--- src/rtl/iir_allpole_serial_if.sv ---
// Sample stream bundle for iir_allpole_serial: input x[n] handshake, output y[n] handshake
// and the per-sample saturation flag.
interface iir_allpole_serial_if #(
    parameter int DATA_WIDTH = 24
);
    logic [DATA_WIDTH-1:0] iv_din;
    logic                  i_valid;
    logic                  o_ready;
    logic [DATA_WIDTH-1:0] ov_dout;
    logic                  o_valid;
    logic                  i_ready;
    logic                  o_sat;

    modport master (
        output iv_din, i_valid, i_ready,
        input  o_ready, ov_dout, o_valid, o_sat
    );

    modport slave (
        input  iv_din, i_valid, i_ready,
        output o_ready, ov_dout, o_valid, o_sat
    );
endinterface

--- src/rtl/iir_allpole_serial.sv ---
// Time-multiplexed all-pole section y[n] = x[n] - sum a[k]*y[n-k] using a single multiplier,
// one MAC per cycle, saturating Q1.(DATA_WIDTH-1) output and ready/valid on both sides.
module iir_allpole_serial #(
    parameter  int DATA_WIDTH = 24,
    parameter  int ORDER      = 4,
    localparam int AW         = (ORDER > 1) ? $clog2(ORDER) : 1
) (
    input  logic                  i_clk,
    input  logic                  i_rst,
    iir_allpole_serial_if.slave   strm,
    input  logic                  i_coef_we,
    input  logic [AW-1:0]         iv_coef_addr,
    input  logic [DATA_WIDTH-1:0] iv_coef
);
    localparam int ACC_W = 2*DATA_WIDTH + $clog2(ORDER+1) + 1;
    localparam int TOP_W = ACC_W - 2*DATA_WIDTH + 2;
    localparam logic [AW-1:0] K_LAST  = AW'(ORDER - 1);
    localparam logic [AW:0]   ORDER_W = (AW+1)'(ORDER);
    localparam logic [DATA_WIDTH-1:0] SAT_MAX = {1'b0, {(DATA_WIDTH-1){1'b1}}};
    localparam logic [DATA_WIDTH-1:0] SAT_MIN = {1'b1, {(DATA_WIDTH-1){1'b0}}};

    typedef enum logic [1:0] {IDLE, MAC, OUT} state_t;

    state_t                         state, state_nxt;
    logic        [AW-1:0]           k;
    logic signed [ACC_W-1:0]        acc;
    logic signed [DATA_WIDTH-1:0]   coef [ORDER];
    logic signed [DATA_WIDTH-1:0]   hist [ORDER];
    logic        [DATA_WIDTH-1:0]   dout;
    logic                           dout_valid;
    logic                           dout_sat;

    logic signed [2*DATA_WIDTH-1:0] prod;
    logic signed [ACC_W-1:0]        prod_ext;
    logic signed [ACC_W-1:0]        acc_nxt;
    logic signed [ACC_W-1:0]        acc_init;
    logic        [TOP_W-1:0]        acc_top;
    logic                           ovf;

    // Input sample aligned to the accumulator's binary point (2*DATA_WIDTH-2 fraction bits).
    assign acc_init = {{(ACC_W-2*DATA_WIDTH+1){strm.iv_din[DATA_WIDTH-1]}},
                       strm.iv_din, {(DATA_WIDTH-1){1'b0}}};
    assign prod     = coef[k] * hist[k];
    assign prod_ext = {{(ACC_W-2*DATA_WIDTH){prod[2*DATA_WIDTH-1]}}, prod};
    assign acc_nxt  = acc - prod_ext;
    assign acc_top  = acc_nxt[ACC_W-1:2*DATA_WIDTH-2];
    assign ovf      = !((&acc_top) || !(|acc_top));

    // NOTE: combinational blocks assign every output a default first so no latch is inferred.
    always_comb begin
        state_nxt = state;
        case (state)
            IDLE:    if (strm.i_valid)  state_nxt = MAC;
            MAC:     if (k == K_LAST)   state_nxt = OUT;
            OUT:     if (strm.i_ready)  state_nxt = IDLE;
            default:                    state_nxt = IDLE;
        endcase
    end

    // NOTE: sequential state uses non-blocking assignments only, so every register samples
    // pre-edge values regardless of statement order.
    always_ff @(posedge i_clk) begin
        if (i_rst) begin
            state      <= IDLE;
            k          <= '0;
            acc        <= '0;
            dout       <= '0;
            dout_valid <= 1'b0;
            dout_sat   <= 1'b0;
            // NOTE: coef/hist are small flop banks that must start at zero (pass-through,
            // empty history), so unlike a RAM they are cleared by reset.
            for (int i = 0; i < ORDER; i++) begin
                coef[i] <= '0;
                hist[i] <= '0;
            end
        end else begin
            state <= state_nxt;
            case (state)
                IDLE: begin
                    if (i_coef_we && ({1'b0, iv_coef_addr} < ORDER_W))
                        coef[iv_coef_addr] <= iv_coef;
                    if (strm.i_valid) begin
                        acc <= acc_init;
                        k   <= '0;
                    end
                end
                MAC: begin
                    acc <= acc_nxt;
                    k   <= k + 1'b1;
                    if (k == K_LAST) begin
                        dout       <= ovf ? (acc_nxt[ACC_W-1] ? SAT_MIN : SAT_MAX)
                                          : acc_nxt[2*DATA_WIDTH-2:DATA_WIDTH-1];
                        dout_sat   <= ovf;
                        dout_valid <= 1'b1;
                    end
                end
                OUT: begin
                    // History takes the value actually delivered, saturated or not.
                    if (strm.i_ready) begin
                        dout_valid <= 1'b0;
                        hist[0]    <= dout;
                        for (int i = 1; i < ORDER; i++) hist[i] <= hist[i-1];
                    end
                end
                default: ;
            endcase
        end
    end

    assign strm.o_ready = (state == IDLE);
    assign strm.ov_dout = dout;
    assign strm.o_valid = dout_valid;
    assign strm.o_sat   = dout_sat;
endmodule

--- src/flat_wrapper.sv ---
// flat-port wrapper written by rule: the top's interface ports become plain ports
module iir_allpole_serial_flat 
#(
    parameter  int DATA_WIDTH = 24,
    parameter  int ORDER      = 4,
    localparam int AW         = (ORDER > 1) ? $clog2(ORDER) : 1
)
  (i_clk, i_rst, i_coef_we, iv_coef_addr, iv_coef, strm_iv_din, strm_i_valid, strm_i_ready, strm_o_ready, strm_ov_dout, strm_o_valid, strm_o_sat);
  iir_allpole_serial_if #(.DATA_WIDTH(DATA_WIDTH)) strm_i ();
  input  logic i_clk;
  input  logic i_rst;
  input  logic i_coef_we;
  input  logic [AW-1:0] iv_coef_addr;
  input  logic [DATA_WIDTH-1:0] iv_coef;
  input wire logic [$bits(strm_i.iv_din)-1:0] strm_iv_din;
  input wire logic [$bits(strm_i.i_valid)-1:0] strm_i_valid;
  input wire logic [$bits(strm_i.i_ready)-1:0] strm_i_ready;
  output wire logic [$bits(strm_i.o_ready)-1:0] strm_o_ready;
  output wire logic [$bits(strm_i.ov_dout)-1:0] strm_ov_dout;
  output wire logic [$bits(strm_i.o_valid)-1:0] strm_o_valid;
  output wire logic [$bits(strm_i.o_sat)-1:0] strm_o_sat;
  assign strm_i.iv_din = strm_iv_din;
  assign strm_i.i_valid = strm_i_valid;
  assign strm_i.i_ready = strm_i_ready;
  assign strm_o_ready = strm_i.o_ready;
  assign strm_ov_dout = strm_i.ov_dout;
  assign strm_o_valid = strm_i.o_valid;
  assign strm_o_sat = strm_i.o_sat;
  iir_allpole_serial #(.DATA_WIDTH(DATA_WIDTH), .ORDER(ORDER)) u_core (.i_clk(i_clk), .i_rst(i_rst), .strm(strm_i), .i_coef_we(i_coef_we), .iv_coef_addr(iv_coef_addr), .iv_coef(iv_coef));
endmodule
--- config.mk ---
export PLATFORM = sky130hd
export DESIGN_NAME = iir_allpole_serial_flat
export DESIGN_NICKNAME = d
export VERILOG_FILES = /design/src/rtl/iir_allpole_serial_if.sv /design/src/rtl/iir_allpole_serial.sv /design/src/flat_wrapper.sv
export SDC_FILE = /design/constraint.sdc
export NUM_CORES = 2
export LEC_CHECK = 0
export CAP_MARGIN = 10
export CORE_MARGIN = 2
export CORE_UTILIZATION = 50
export DETAILED_ROUTE_END_ITERATION = 10
export PLACE_DENSITY = 0.66
export SLEW_MARGIN = 0
export SYNTH_ARGS = -nofsm -noshare
export SYNTH_HDL_FRONTEND = slang
export SYNTH_SLANG_ARGS = --single-unit
export TNS_END_PERCENT = 100
--- constraint.sdc ---
create_clock -name i_clk -period 30.3 [get_ports i_clk]
set_clock_uncertainty 0.2 [all_clocks]
set_input_delay 4.545 -clock i_clk [delete_from_list [all_inputs] [get_ports i_clk]]
set_output_delay 4.545 -clock i_clk [all_outputs]
set_load 0.005 [all_outputs]
# After elaboration in Yosys (flattened, before gate mapping)
# Memory sizes are Yosys's and may differ from the RTL's. A register that Yosys moved wholly into a read port is not among the register bits.
# Index checks and enable logic that the tools add are counted.
# word_totals
regBits	82
ram_bits	192
input_bits	55
output_inout_bits	27
memories	2
# classes
addsub	2
mul	1
n_eq_ne	6
mux	34
bitwise	4
n_reduce_logical	13
# memory_table
name	depth	word_bits	rd	rd_ports_with_merged_regs	write_ports	line	rtl
u_core.coef	4	24	1	1	4	iir_allpole_serial.sv:27	logic signed [DATA_WIDTH-1:0] coef [ORDER];
u_core.hist	4	24	4	1	4	iir_allpole_serial.sv:28	logic signed [DATA_WIDTH-1:0] hist [ORDER];
# ops
op	count
two-way mux 24 bit	7
case mux 52 bit (2 select lines)	1
two-way mux 52 bit	1
subtractor 52 x 48 -> 52 bit	1
multiplier 24 x 24 -> 48 bit	1
OR reduction 24 bit	1
two-way mux 2 bit	9
two-way mux 1 bit	13
case mux 2 bit (3 select lines)	1
AND reduction 3 bit	2
AND reduction 6 bit	1
OR reduction 6 bit	1
== test 2 bit, second input constant	2
inequality test 2 bit, second input constant	2
bitwise OR 1 bit	4
case mux 2 bit (2 select lines)	1
AND reduction 2 bit	2
nonzero test 2 bit	2
adder 2 x 1 -> 2 bit, second input constant	1
== test 2 x 1 -> 1 bit, second input constant	1
logical NOT 1 bit	2
logical NOT 2 bit	1
inequality test 2 x 1 -> 1 bit, second input constant	1
case mux 1 bit (2 select lines)	1
logical OR 1 bit	1

# Logic depth before layout (Yosys ltp)
# depth
depth_word	6
depth_mapped	36
depth_no_buf	30

# Worst setup path after synthesis
# Ideal clock, no wire load.
# synth_timing
kind	input -> register
start	input strm_i_ready
end	memory u_core.hist[0][0] (enable)
setup_ns	0.570
arrival_time_ns	9.068
required_time_ns	29.530
slack_ns	20.462
cell_stages	2
n_path_buf	0
cell_sequence	nand2_1 > o21bai_1
# synth_rtl
item	line	rtl
from (decl)	flat_wrapper.sv:17	input wire logic [$bits(strm_i.i_ready)-1:0] strm_i_ready;
to (decl)	iir_allpole_serial.sv:28	

==> impl_metrics.yaml <==
setup_path:
  cp-start-kind: "flop"
  path_depth: 26
  cp_data_required_time_ps: 30540
  crit_type: "flop to flop"
  critPathMaxFanout: 56
  cp_num_buf_inv: 7
  crit_top_cell: "fa_1"
  crit_slowest_cell: "dfxtp_4"
  worst_setup_path_end_kind: "flop"
  worstRegToRegCells: 26
  critPathTopFamily: "adder cells"
  critPathArrivalTime_ps: 10920
  cpPeakStageDelay_ps: 700
sta:
  fin_crit_sh_pct: 35.3
  hold_viol: 0
  worst_pin_slew_ps: 1140
  setup_viol: 0
  min_period_ps: 10680
  max_freq_mhz: 93.6
  relSlewSlack_pct: 23.7
  tns_ps: 0
  rsz0062_at_grt: "no"
  finalMaxSlewViolations: 0
layout:
  nets: 4547
  drive_gt1_share_pct: 5.60
  fillers: 6405
  postLayoutCellArea_um2: 38900
  areaGrowthSynthToFinish_pct: 7.65
  finalNonFillerCells: 4612
clocking:
  root_buffer: "clkbuf_16"
  tritoncts: "yes"
  clk_pin_slew_worst_paths_ps: 60
  cts.sinks: 276
  cts_max_level: 1
  cts_hold_buf: 0
  clock_latency_ps: 600
  cts_resized: 0
  cts_max_path_buffers: 3
  cts_setup_buffers: 0
  numCtsBuffers: 30
synth:
  synth_top_area_share_pct: 38.8
  synthMuxAreaShare_pct: 2.97
  syn_area_per_cell_um2: 9.88
  synth-seq-cells: 276
  synth_compound_area_share_pct: 6.87
  synth_edf_count: 192
  syn-num-nets: 4567
  synth_top_family_by_area: "adder cells"
  yosysSeqAreaShare_pct: 20.6
  synth_cells: 3656
  yosys.area.top_type: "fa_1"
  yosysMostFrequentCell: "inv_1"
  synth_common_cells: "inv_1, fa_1, nand2_1, and2_1, nor2_1"
  yosysUniqueCellTypes: 74
  synth_xor_area_share_pct: 1.36
  async_flop_share_pct: 0
  yosys_warnings: 0
  syn_area_um2: 36100
  synth_ff_type: "edfxtp_1"
  synth_simple_gate_area_share_pct: 13.9
  synth_area_leaders: "fa_1, edfxtp_1, inv_1"
  synthAdderAreaFrac_pct: 44.2
global_route:
  grt_util_met1_pct: 38.9
  gr-usage-met2_pct: 43.6
  antenna_found_initial: 1
  grt_max_degree: 76
  grt_pass1_vias: 26200
  overflow: 0
  gr-usage-met3_pct: 3.64
  grt_usage_pct: 27.1
  busiest_layer: "met2"
  grt_pass1_wl_um: 154000
place:
  gp_congestion: 0.915
  place_area_um2: 37800
  port_buffers: 81
  dp.cells: 4552
  dpl.hpwl_um: 77400
route:
  antenna_left: 0
  wl_per_cell_um: 20.9
  drtIter0Drc: 2234
  drc_errors: 0
  vias: 25000
  vias_per_cell: 5.42
  wirelength_um: 96600
  drt_pass1_iterations: 7
worst_hold_path:
  holdPathStages: 2
  hold_class: "flop to flop"
floorplan:
  die_w_um: 273
  dieArea_um2: 74400
  io_pins: 82
  start_util_pct: 50.5
  chipHeight_um: 273
  core_um2: 71500
  rows: 98
flow_run:
  drv_cap: 0
run_status:
  outcome: "finished, final reports clean"
[area by class of cell]
class                           count  area, um^2  area share (%)
Timing Repair Buffer              127        1160            2.99
Clock inverter                     14         201           0.518
Clock buffer                       41         832            2.14
Tap cell                          950        1190            3.06
Multi-Input combinational cell   2420       25100            64.6
Sequential cell                   276        7450            19.2
Antenna cell                        3        7.51          0.0193
Inverter                          781        2930            7.54
[flip-flops by register name, indices dropped and copies added (netlist names), named ones only]
signal / count
u_core.strm.ov_dout: 24
u_core.strm.o_valid: 1
u_core.k: 2
u_core.hist: 96
u_core.strm.o_sat: 1
u_core.state: 2
u_core.coef: 96
u_core.acc: 52
[per-stage QoR]
step | util, % | hold slack (ps) | setup WS, ps
floorplan | - | 254 | 20460
global placement | 52.9 | 258 | 19670
detailed placement | 52.9 | 268 | 19580
CTS | 54.4 | 279 | 19570
global route | 54.4 | 314 | 19050
finish | 54.4 | 276 | 19620
[worst min-delay path: stages, from the launching register on]
cell and delay (ps):
dfxtp_1 320, nand2_1 50, a21oi_1 60
[placed cells by master (no fill, tap or decap), types with 9 or more instances in the layout]
cell type | netlist | layout
nor3_1 | 12 | 10
a22oi_1 | 22 | 22
dfxtp_1 | 84 | 82
nand2b_1 | 13 | 13
clkdlybuf4s50_1 | 0 | 80
or2_2 | 12 | 12
ha_1 | 156 | 156
o21ai_0 | 47 | 40
edfxtp_1 | 192 | 192
fa_1 | 700 | 700
and2_1 | 264 | 264
xnor2_1 | 36 | 35
a311oi_1 | 12 | 12
nand2_1 | 436 | 436
nor2b_1 | 28 | 27
a221oi_1 | 13 | 13
and3_1 | 9 | 9
a21oi_1 | 77 | 77
clkbuf_16 | 0 | 30
a21o_1 | 25 | 25
o21ai_1 | 39 | 40
mux4_2 | 25 | 25
o21bai_1 | 16 | 15
o21a_1 | 23 | 23
a211oi_2 | 22 | 22
nand3_1 | 17 | 17
buf_4 | 0 | 45
a211oi_1 | 16 | 16
xor2_1 | 20 | 20
nand4_1 | 14 | 14
nor2_1 | 247 | 246
inv_1 | 781 | 781
mux2i_1 | 25 | 25
mux2_2 | 23 | 23
[layer usage]
metal  routed length, um  share of wire (%)
met3                6540                6.8
met2               44800                 46
met5                   0                  0
met4                2900                3.0
met1               42400                 44
[cells by family after synthesis]
logic type,count (synthesis)
AND/OR/NAND/NOR,1074
buffers and inverters,960
adder cells (fa/ha/maj),856
AO/OA/AOI/OAI,361
flip-flops,276
multiplexers,73
XOR/XNOR,56
[final timing paths]
kind                                          start                     end  slack (ps)
worst max-delay path                           flop  u_core.strm.ov_dout[2]       19620
worst min register to register  u_core.strm.o_valid     u_core.strm.o_valid         280
worst max register to register                 flop  u_core.strm.ov_dout[2]       19620
worst min-delay path            u_core.strm.o_valid     u_core.strm.o_valid         280
Power is left out: the tool's default activity adds up to more than one toggle a clock period on the data nets, which glitch-free logic cannot reach.
